--- config.mk ---
export PLATFORM = sky130hd
export DESIGN_NAME = booth_div_32
export DESIGN_NICKNAME = d
export VERILOG_FILES = /design/src/rtl/booth_div_32.sv
export SDC_FILE = /design/constraint.sdc
export NUM_CORES = 1
export LEC_CHECK = 0
export ABC_AREA = 1
export ABC_CLOCK_PERIOD_IN_PS = 4400
export CELL_PAD_IN_SITES_DETAIL_PLACEMENT = 1
export CELL_PAD_IN_SITES_GLOBAL_PLACEMENT = 2
export CORE_ASPECT_RATIO = 0.6
export CORE_MARGIN = 4
export CORE_UTILIZATION = 25
export DETAILED_ROUTE_END_ITERATION = 10
export GPL_TIMING_DRIVEN = 0
export PLACE_DENSITY_LB_ADDON = 0.1
export SLEW_MARGIN = 15
export SYNTH_ARGS = -nofsm -noshare
export SYNTH_HDL_FRONTEND = slang
export SYNTH_SLANG_ARGS = --single-unit
--- constraint.sdc ---
create_clock -name clock -period 4.4 [get_ports clock]
set_input_delay 0.88 -clock clock [delete_from_list [all_inputs] [get_ports clock]]
set_output_delay 0.88 -clock clock [all_outputs]
set_load 0.1 [all_outputs]
--- src/rtl/booth_div_32.sv ---
// Purpose : sequential signed 32-bit non-restoring divider, Z = {remainder, quotient}.
// Latency : 33 cycles from accepting edge to done (1 cycle for a zero divisor).
// Backpr. : no queuing; start is sampled only when idle and ignored while busy.
//
// Ports:
//   clock        rising-edge clock
//   clear_n      asynchronous active-low reset, aborts any division in flight
//   start        request strobe, sampled only in IDLE
//   Q_input      signed dividend, captured at accept
//   M_input      signed divisor, captured at accept
//   Z            {remainder, quotient}, registered and held until the next result
//   busy         high while a division is in progress
//   done         one-cycle pulse when Z is written
//   div_by_zero  set with done when the divisor was zero, held until next accept
module booth_div_32 #(
  parameter int WIDTH = 32
) (
  input  logic                 clock,
  input  logic                 clear_n,
  input  logic                 start,
  input  logic [WIDTH-1:0]     Q_input,
  input  logic [WIDTH-1:0]     M_input,
  output logic [2*WIDTH-1:0]   Z,
  output logic                 busy,
  output logic                 done,
  output logic                 div_by_zero
);

  localparam int CW = $clog2(WIDTH);

  typedef enum logic [1:0] {
    IDLE = 2'd0,
    ITER = 2'd1,
    FIX  = 2'd2,
    DZ   = 2'd3
  } state_t;

  state_t               state_q;
  logic [CW-1:0]        cnt_q;
  logic [WIDTH:0]       a_q;        // signed partial remainder, one guard bit
  logic [WIDTH-1:0]     q_q;        // quotient bits shift in here
  logic [WIDTH:0]       m_q;        // divisor magnitude, zero-extended
  logic                 neg_quot_q;
  logic                 neg_rem_q;
  logic [2*WIDTH-1:0]   z_q;
  logic                 busy_q;
  logic                 done_q;
  logic                 dz_q;

  // Operand magnitudes; 0x8000_0000 maps to itself, which is correct unsigned.
  logic [WIDTH-1:0]     q_mag;
  logic [WIDTH-1:0]     m_mag;

  // One non-restoring step and the final sign fix-up.
  logic [WIDTH:0]       a_shift;
  logic [WIDTH:0]       a_step_d;
  logic [WIDTH-1:0]     q_step_d;
  logic [WIDTH-1:0]     rem_mag;
  logic [WIDTH-1:0]     rem_d;
  logic [WIDTH-1:0]     quot_d;

  always_comb begin
    q_mag    = Q_input[WIDTH-1] ? -Q_input : Q_input;
    m_mag    = M_input[WIDTH-1] ? -M_input : M_input;

    a_shift  = {a_q[WIDTH-1:0], q_q[WIDTH-1]};
    // Sign of the previous partial remainder picks subtract or add.
    a_step_d = a_q[WIDTH] ? (a_shift + m_q) : (a_shift - m_q);
    q_step_d = {q_q[WIDTH-2:0], ~a_step_d[WIDTH]};

    // A negative final remainder is restored by one more add of M.
    rem_mag  = a_q[WIDTH] ? (a_q[WIDTH-1:0] + m_q[WIDTH-1:0]) : a_q[WIDTH-1:0];
    // Truncating division: remainder follows the dividend's sign.
    rem_d    = neg_rem_q ? -rem_mag : rem_mag;
    quot_d   = neg_quot_q ? -q_q : q_q;
  end

  always_ff @(posedge clock or negedge clear_n) begin
    if (!clear_n) begin
      state_q    <= IDLE;
      cnt_q      <= '0;
      a_q        <= '0;
      q_q        <= '0;
      m_q        <= '0;
      neg_quot_q <= 1'b0;
      neg_rem_q  <= 1'b0;
      z_q        <= '0;
      busy_q     <= 1'b0;
      done_q     <= 1'b0;
      dz_q       <= 1'b0;
    end else begin
      done_q <= 1'b0;
      case (state_q)
        IDLE: begin
          if (start) begin
            neg_quot_q <= Q_input[WIDTH-1] ^ M_input[WIDTH-1];
            neg_rem_q  <= Q_input[WIDTH-1];
            a_q        <= '0;
            m_q        <= {1'b0, m_mag};
            cnt_q      <= '0;
            dz_q       <= 1'b0;
            busy_q     <= 1'b1;
            if (M_input == '0) begin
              // Raw dividend is kept so it can be returned unchanged in HI.
              q_q     <= Q_input;
              state_q <= DZ;
            end else begin
              q_q     <= q_mag;
              state_q <= ITER;
            end
          end
        end
        ITER: begin
          a_q   <= a_step_d;
          q_q   <= q_step_d;
          cnt_q <= cnt_q + CW'(1);
          if (cnt_q == CW'(WIDTH - 1)) begin
            state_q <= FIX;
          end
        end
        FIX: begin
          z_q     <= {rem_d, quot_d};
          done_q  <= 1'b1;
          busy_q  <= 1'b0;
          state_q <= IDLE;
        end
        DZ: begin
          z_q     <= {q_q, {WIDTH{1'b1}}};
          dz_q    <= 1'b1;
          done_q  <= 1'b1;
          busy_q  <= 1'b0;
          state_q <= IDLE;
        end
        default: state_q <= IDLE;
      endcase
    end
  end

  assign Z           = z_q;
  assign busy        = busy_q;
  assign done        = done_q;
  assign div_by_zero = dz_q;

endmodule

==> results.md <==
- The largest family of logic cells by synthesized area is simple AND/OR/NAND/NOR gates.
- The count of antenna diodes in the layout is 0.
- The total global-route track usage is 23.6%.
- The starting density of the core is 25.4%.
- The share of synthesized area in the top cell type comes to 28.6%.
- The post-detailed-route via-to-cell ratio is 5.04.
- Multiplexer cells account for 0% of the synthesized area.
- The synthesized net count is 2509.
- The actual transition at the worst max-transition pin is 1.13 ns.
- Hold is met by 0.371 ns.
- Max-cap violations in this run came to 0.
- In the post-synthesis netlist, the biggest area contributors are sky130_fd_sc_hd__dfrtp_1 29%, sky130_fd_sc_hd__nand2_1 16%, sky130_fd_sc_hd__inv_1 7.6%.
- The total CTS buffers is 17.
- The initial antenna violation count came to 3.
- The count of cells along the worst register-to-register path is 17.
- In this run the mean area of a mapped cell was 6.39 sq um.
- The count of port buffers added during placement is 133.
- The total number of nets in the final design is 2662.
- Summed over all instances, the cell type with the most area after synthesis is sky130_fd_sc_hd__dfrtp_1.
- The vertical die dimension is 199 microns.
- The post-detailed-route DRC marker count is 0.
- For the final database, setup skew stands at 0.0271 ns.
- The slowest library cell on the worst path is sky130_fd_sc_hd__o21ai_0.
- The number of different library cells used by synthesis comes to 54.
- The first detailed-routing pass took 5 iterations.
- Headroom to the max-slew limit came out at 24.7%.
- The wire length after detailed routing is 76.5 mm.
- The core region is 59600 sq um.
- The global-route wire length before repair is 113 mm.
- The aggregate global routing overflow is 0.
- Measured on the finished design, the core utilization comes to 30.7%.
- The layout overhead on the synthesized area is 21.0%.
- The final max-slew violation count was 0.
- The number of global-route vias before repair is 16679.
- The worst min-delay path category is in -> async.
- Counting flops with an async set or reset pin after synthesis yields a share of 100%.
- Once detailed placement completed, the half-perimeter wirelength came to 64.8 mm.
- TritonCTS built the clock tree.
- Routability-driven placement finished with a final weighted congestion of 0.910.
- The period utilization is 95.4%.
- After clock tree synthesis, the clock-pin slew on the worst setup and hold paths is 0.09 ns.
- The fraction of the mapped netlist area in simple logic gates is 31.7%.
- After Yosys synthesis, XOR and XNOR cells account for 6.02% of the synthesized area.
- Of the cells placed in the final design, the portion with a size suffix greater than 1 is 5.05%.
- Walking the worst path, the cells encountered are inv_1, ha_1, nand2_1, nor3_4, nand2_1, nor2_2, nand3_2, nand3b_1, o21ai_0, xnor2_1, ha_1, a21oi_1, o21ai_0, a221oi_1, nand2_1, o21ai_0, o21ai_0.
- The worst setup path is of the reg -> reg kind.
- The die covers 64700 sq um.
- The number of buffers inserted by hold repair at cts is 0.
- Entering global routing, the biggest net connects 97 pins.
- The cell that appears most often on the critical path is sky130_fd_sc_hd__o21ai_0.
- On the worst path, the slowest cell contributes a delay of 0.51 ns.
- Sequential elements use 28.6% of the synthesized area.
- The type of origin of the critical path is a register.
- Synthesis inferred 173 register bits.
- The clock reaches the later pin of the worst-skew pair after 0.49 ns.
- The worst setup path is captured at a register.
- In this run the worst path has a maximum fanout of 7.
- The Yosys warning count is 0.
- The final-report setup violation count is 0.
- The remaining number of nets flagged by the antenna check after routing is 0.
- The final-report hold violation count is 0.
- The floorplan row count is 69.
- The vias after detailed routing is 16706.
- The total clock sinks is 173.
- The complex-gate fraction of the synthesized area is 17.9%.
- In the synthesized netlist the dominant register cell turns out to be sky130_fd_sc_hd__dfrtp_1.
- The gate count of the mapped netlist is 2370.
- Static timing analysis puts the maximum clock frequency at 238 MHz.
- The tree is rooted in a sky130_fd_sc_hd__clkbuf_16.
- The critical path data arrival time is 4.51 ns.
- After detailed routing, the average wire length per cell comes to 23.1 microns.
- The I/O pin count is 134.
- Setup total negative slack on the finished layout was measured at 0 ns.
- After detailed placement, the design holds a cell count of 3285.
- The required time of the worst setup path is 4.72 ns.
- Counting I/O delays and the setup requirement, the final critical path takes 4.20 ns.
- After synthesis the cells add up to 15100 sq um.
- The final non-filler cell total is 3317.
- The adder-cell share of the synthesized area is 6.05%.
- The flow ran to the end, and the final reports show no timing, DRC or antenna violations.
- The clock passes through at most 2 buffers.
- Measured along the x axis, the die boundary spans 326 microns.
- The H-tree was split into 4 levels.
- The first routing iteration left 1581 violations.
- Yosys mapped a number of flops with a built-in enable equal to 0.
==> cells in the mapped netlist (2+ instances only) <==
cell type,number
sky130_fd_sc_hd__nand2_2,8
sky130_fd_sc_hd__a21oi_1,164
sky130_fd_sc_hd__o221ai_1,6
sky130_fd_sc_hd__xor2_1,75
sky130_fd_sc_hd__o41ai_1,2
sky130_fd_sc_hd__a22o_1,2
sky130_fd_sc_hd__a22oi_1,6
sky130_fd_sc_hd__o31ai_1,6
sky130_fd_sc_hd__nor2_1,228
sky130_fd_sc_hd__a21o_1,5
sky130_fd_sc_hd__clkbuf_1,53
sky130_fd_sc_hd__buf_1,8
sky130_fd_sc_hd__or2_2,9
sky130_fd_sc_hd__nand4_1,29
sky130_fd_sc_hd__dfrtp_1,173
sky130_fd_sc_hd__o21ai_0,206
sky130_fd_sc_hd__o32ai_1,2
sky130_fd_sc_hd__nor2_2,4
sky130_fd_sc_hd__inv_1,305
sky130_fd_sc_hd__nand2_1,658
sky130_fd_sc_hd__a31oi_1,14
sky130_fd_sc_hd__o21ai_2,3
sky130_fd_sc_hd__or2_1,3
sky130_fd_sc_hd__o21a_1,4
sky130_fd_sc_hd__a21boi_0,4
sky130_fd_sc_hd__nor4_1,14
sky130_fd_sc_hd__nand3_1,135
sky130_fd_sc_hd__o211ai_1,15
sky130_fd_sc_hd__nand3b_1,3
sky130_fd_sc_hd__a32o_1,2
sky130_fd_sc_hd__o21bai_1,9
sky130_fd_sc_hd__inv_2,7
sky130_fd_sc_hd__ha_1,70
sky130_fd_sc_hd__nand3_2,2
sky130_fd_sc_hd__buf_2,10
sky130_fd_sc_hd__xnor2_1,29
sky130_fd_sc_hd__a211oi_1,3
sky130_fd_sc_hd__nor3_2,8
sky130_fd_sc_hd__clkinv_1,2
sky130_fd_sc_hd__o22ai_1,21
sky130_fd_sc_hd__nor3_1,40
sky130_fd_sc_hd__fa_1,2
sky130_fd_sc_hd__o21ai_1,10
==> flip-flops by register name, indices dropped and copies added, names as in the netlist <==
signal,count
Z,64
a_q,33
m_q,32
q_q,32
cnt_q,5
state_q,2
busy,1
div_by_zero,1
done,1
neg_quot_q,1
neg_rem_q,1
==> worst paths after layout <==
check / startpoint / endpoint / slack (ns)
setup / recovery: m_q[1] / a_q[27] / 0.20
hold / removal: clear_n / Z[52] / 0.37
setup reg to reg: m_q[1] / a_q[27] / 0.20
hold reg to reg: Z[61] / Z[61] / 0.48
max in group asynchronous: clear_n / m_q[2] / 3.01
min in group clock: Z[61] / Z[61] / 0.48
==> critical path: cells and delay by family, from the launching register on <==
kind	cells	cell delay (ns)
XOR/XNOR	1	0.21
buffers and inverters	1	0.11
AND/OR/NAND/NOR	7	1.03
AO/OA/AOI/OAI	6	1.65
flip-flops	1	0.49
adder cells (fa/ha/maj)	2	0.53
==> what timing repair did <==
| item | 4_1_cts | 5_1_grt |
|---|---|---|
| pin swaps | 3 | 6 |
| cloned | 0 | 0 |
| gates resized for setup | 12 | 33 |
| setup endpoints to repair | 26 | 14 |
| setup buffers | 2 | 2 |
==> layout make-up <==
class	count	area [sq um]
Timing Repair Buffer	138	1390
Sequential cell	173	4330
Fill cell	7529	41300
Clock buffer	17	425
Buffer	69	289
Tap cell	781	977
Clock inverter	15	216
Multi-Input combinational cell	1810	9500
Inverter	314	1180
==> kinds of logic (layout without fill, tap and decap cells) <==
group | after synthesis | count (layout)
and+or+nand+nor | 1146 | 1146
xor gates and xnor gates | 104 | 104
AOI/OAI and AO/OA | 488 | 488
adders and majority gates | 72 | 72
DFF | 173 | 173
buffers and inverters | 387 | 553
==> layout by cell type, fill, tap and decap left out, types with 6 or more instances in the layout <==
master,n
sky130_fd_sc_hd__xnor2_1,28
sky130_fd_sc_hd__nand4_1,29
sky130_fd_sc_hd__inv_2,7
sky130_fd_sc_hd__nand2_2,11
sky130_fd_sc_hd__clkbuf_1,53
sky130_fd_sc_hd__nor3_2,13
sky130_fd_sc_hd__clkdlybuf4s50_1,132
sky130_fd_sc_hd__nor3_1,34
sky130_fd_sc_hd__o21ai_1,10
sky130_fd_sc_hd__buf_2,9
sky130_fd_sc_hd__or2_2,9
sky130_fd_sc_hd__o22ai_1,21
sky130_fd_sc_hd__a31oi_1,14
sky130_fd_sc_hd__o211ai_1,15
sky130_fd_sc_hd__clkbuf_16,17
sky130_fd_sc_hd__o21bai_1,9
sky130_fd_sc_hd__nor2_1,226
sky130_fd_sc_hd__xor2_1,74
sky130_fd_sc_hd__a21oi_1,161
sky130_fd_sc_hd__o21ai_0,203
sky130_fd_sc_hd__inv_1,305
sky130_fd_sc_hd__nand2_1,655
sky130_fd_sc_hd__nand3_1,132
sky130_fd_sc_hd__nor4_1,14
sky130_fd_sc_hd__a22oi_1,6
sky130_fd_sc_hd__dfrtp_1,170
sky130_fd_sc_hd__o221ai_1,6
sky130_fd_sc_hd__ha_1,66
==> metal layers <==
metal | global-route usage (%) | share of wire [%] | vias to the layer above
li1 | - | - | 8051
met1 | 40.8 | 58 | 8196
met2 | 27.8 | 34 | 433
met3 | 6.05 | 7.8 | 26
met4 | 2.77 | 0.61 | 0
met5 | 0 | 0 | -
==> metrics by stage <==
stage	setup slack, ns	instance area (sq um)
6_report	0.202	18300
5_1_grt	-0.0188	18300
4_1_cts	0.00171	18200
3_5_place_dp	-1.03	17500
3_3_place_gp	-5.45	17400
2_1_floorplan	0.823	15100
Power is not shown: default switching activity piles up to over one toggle a cycle in this logic, so the estimate is an artifact.
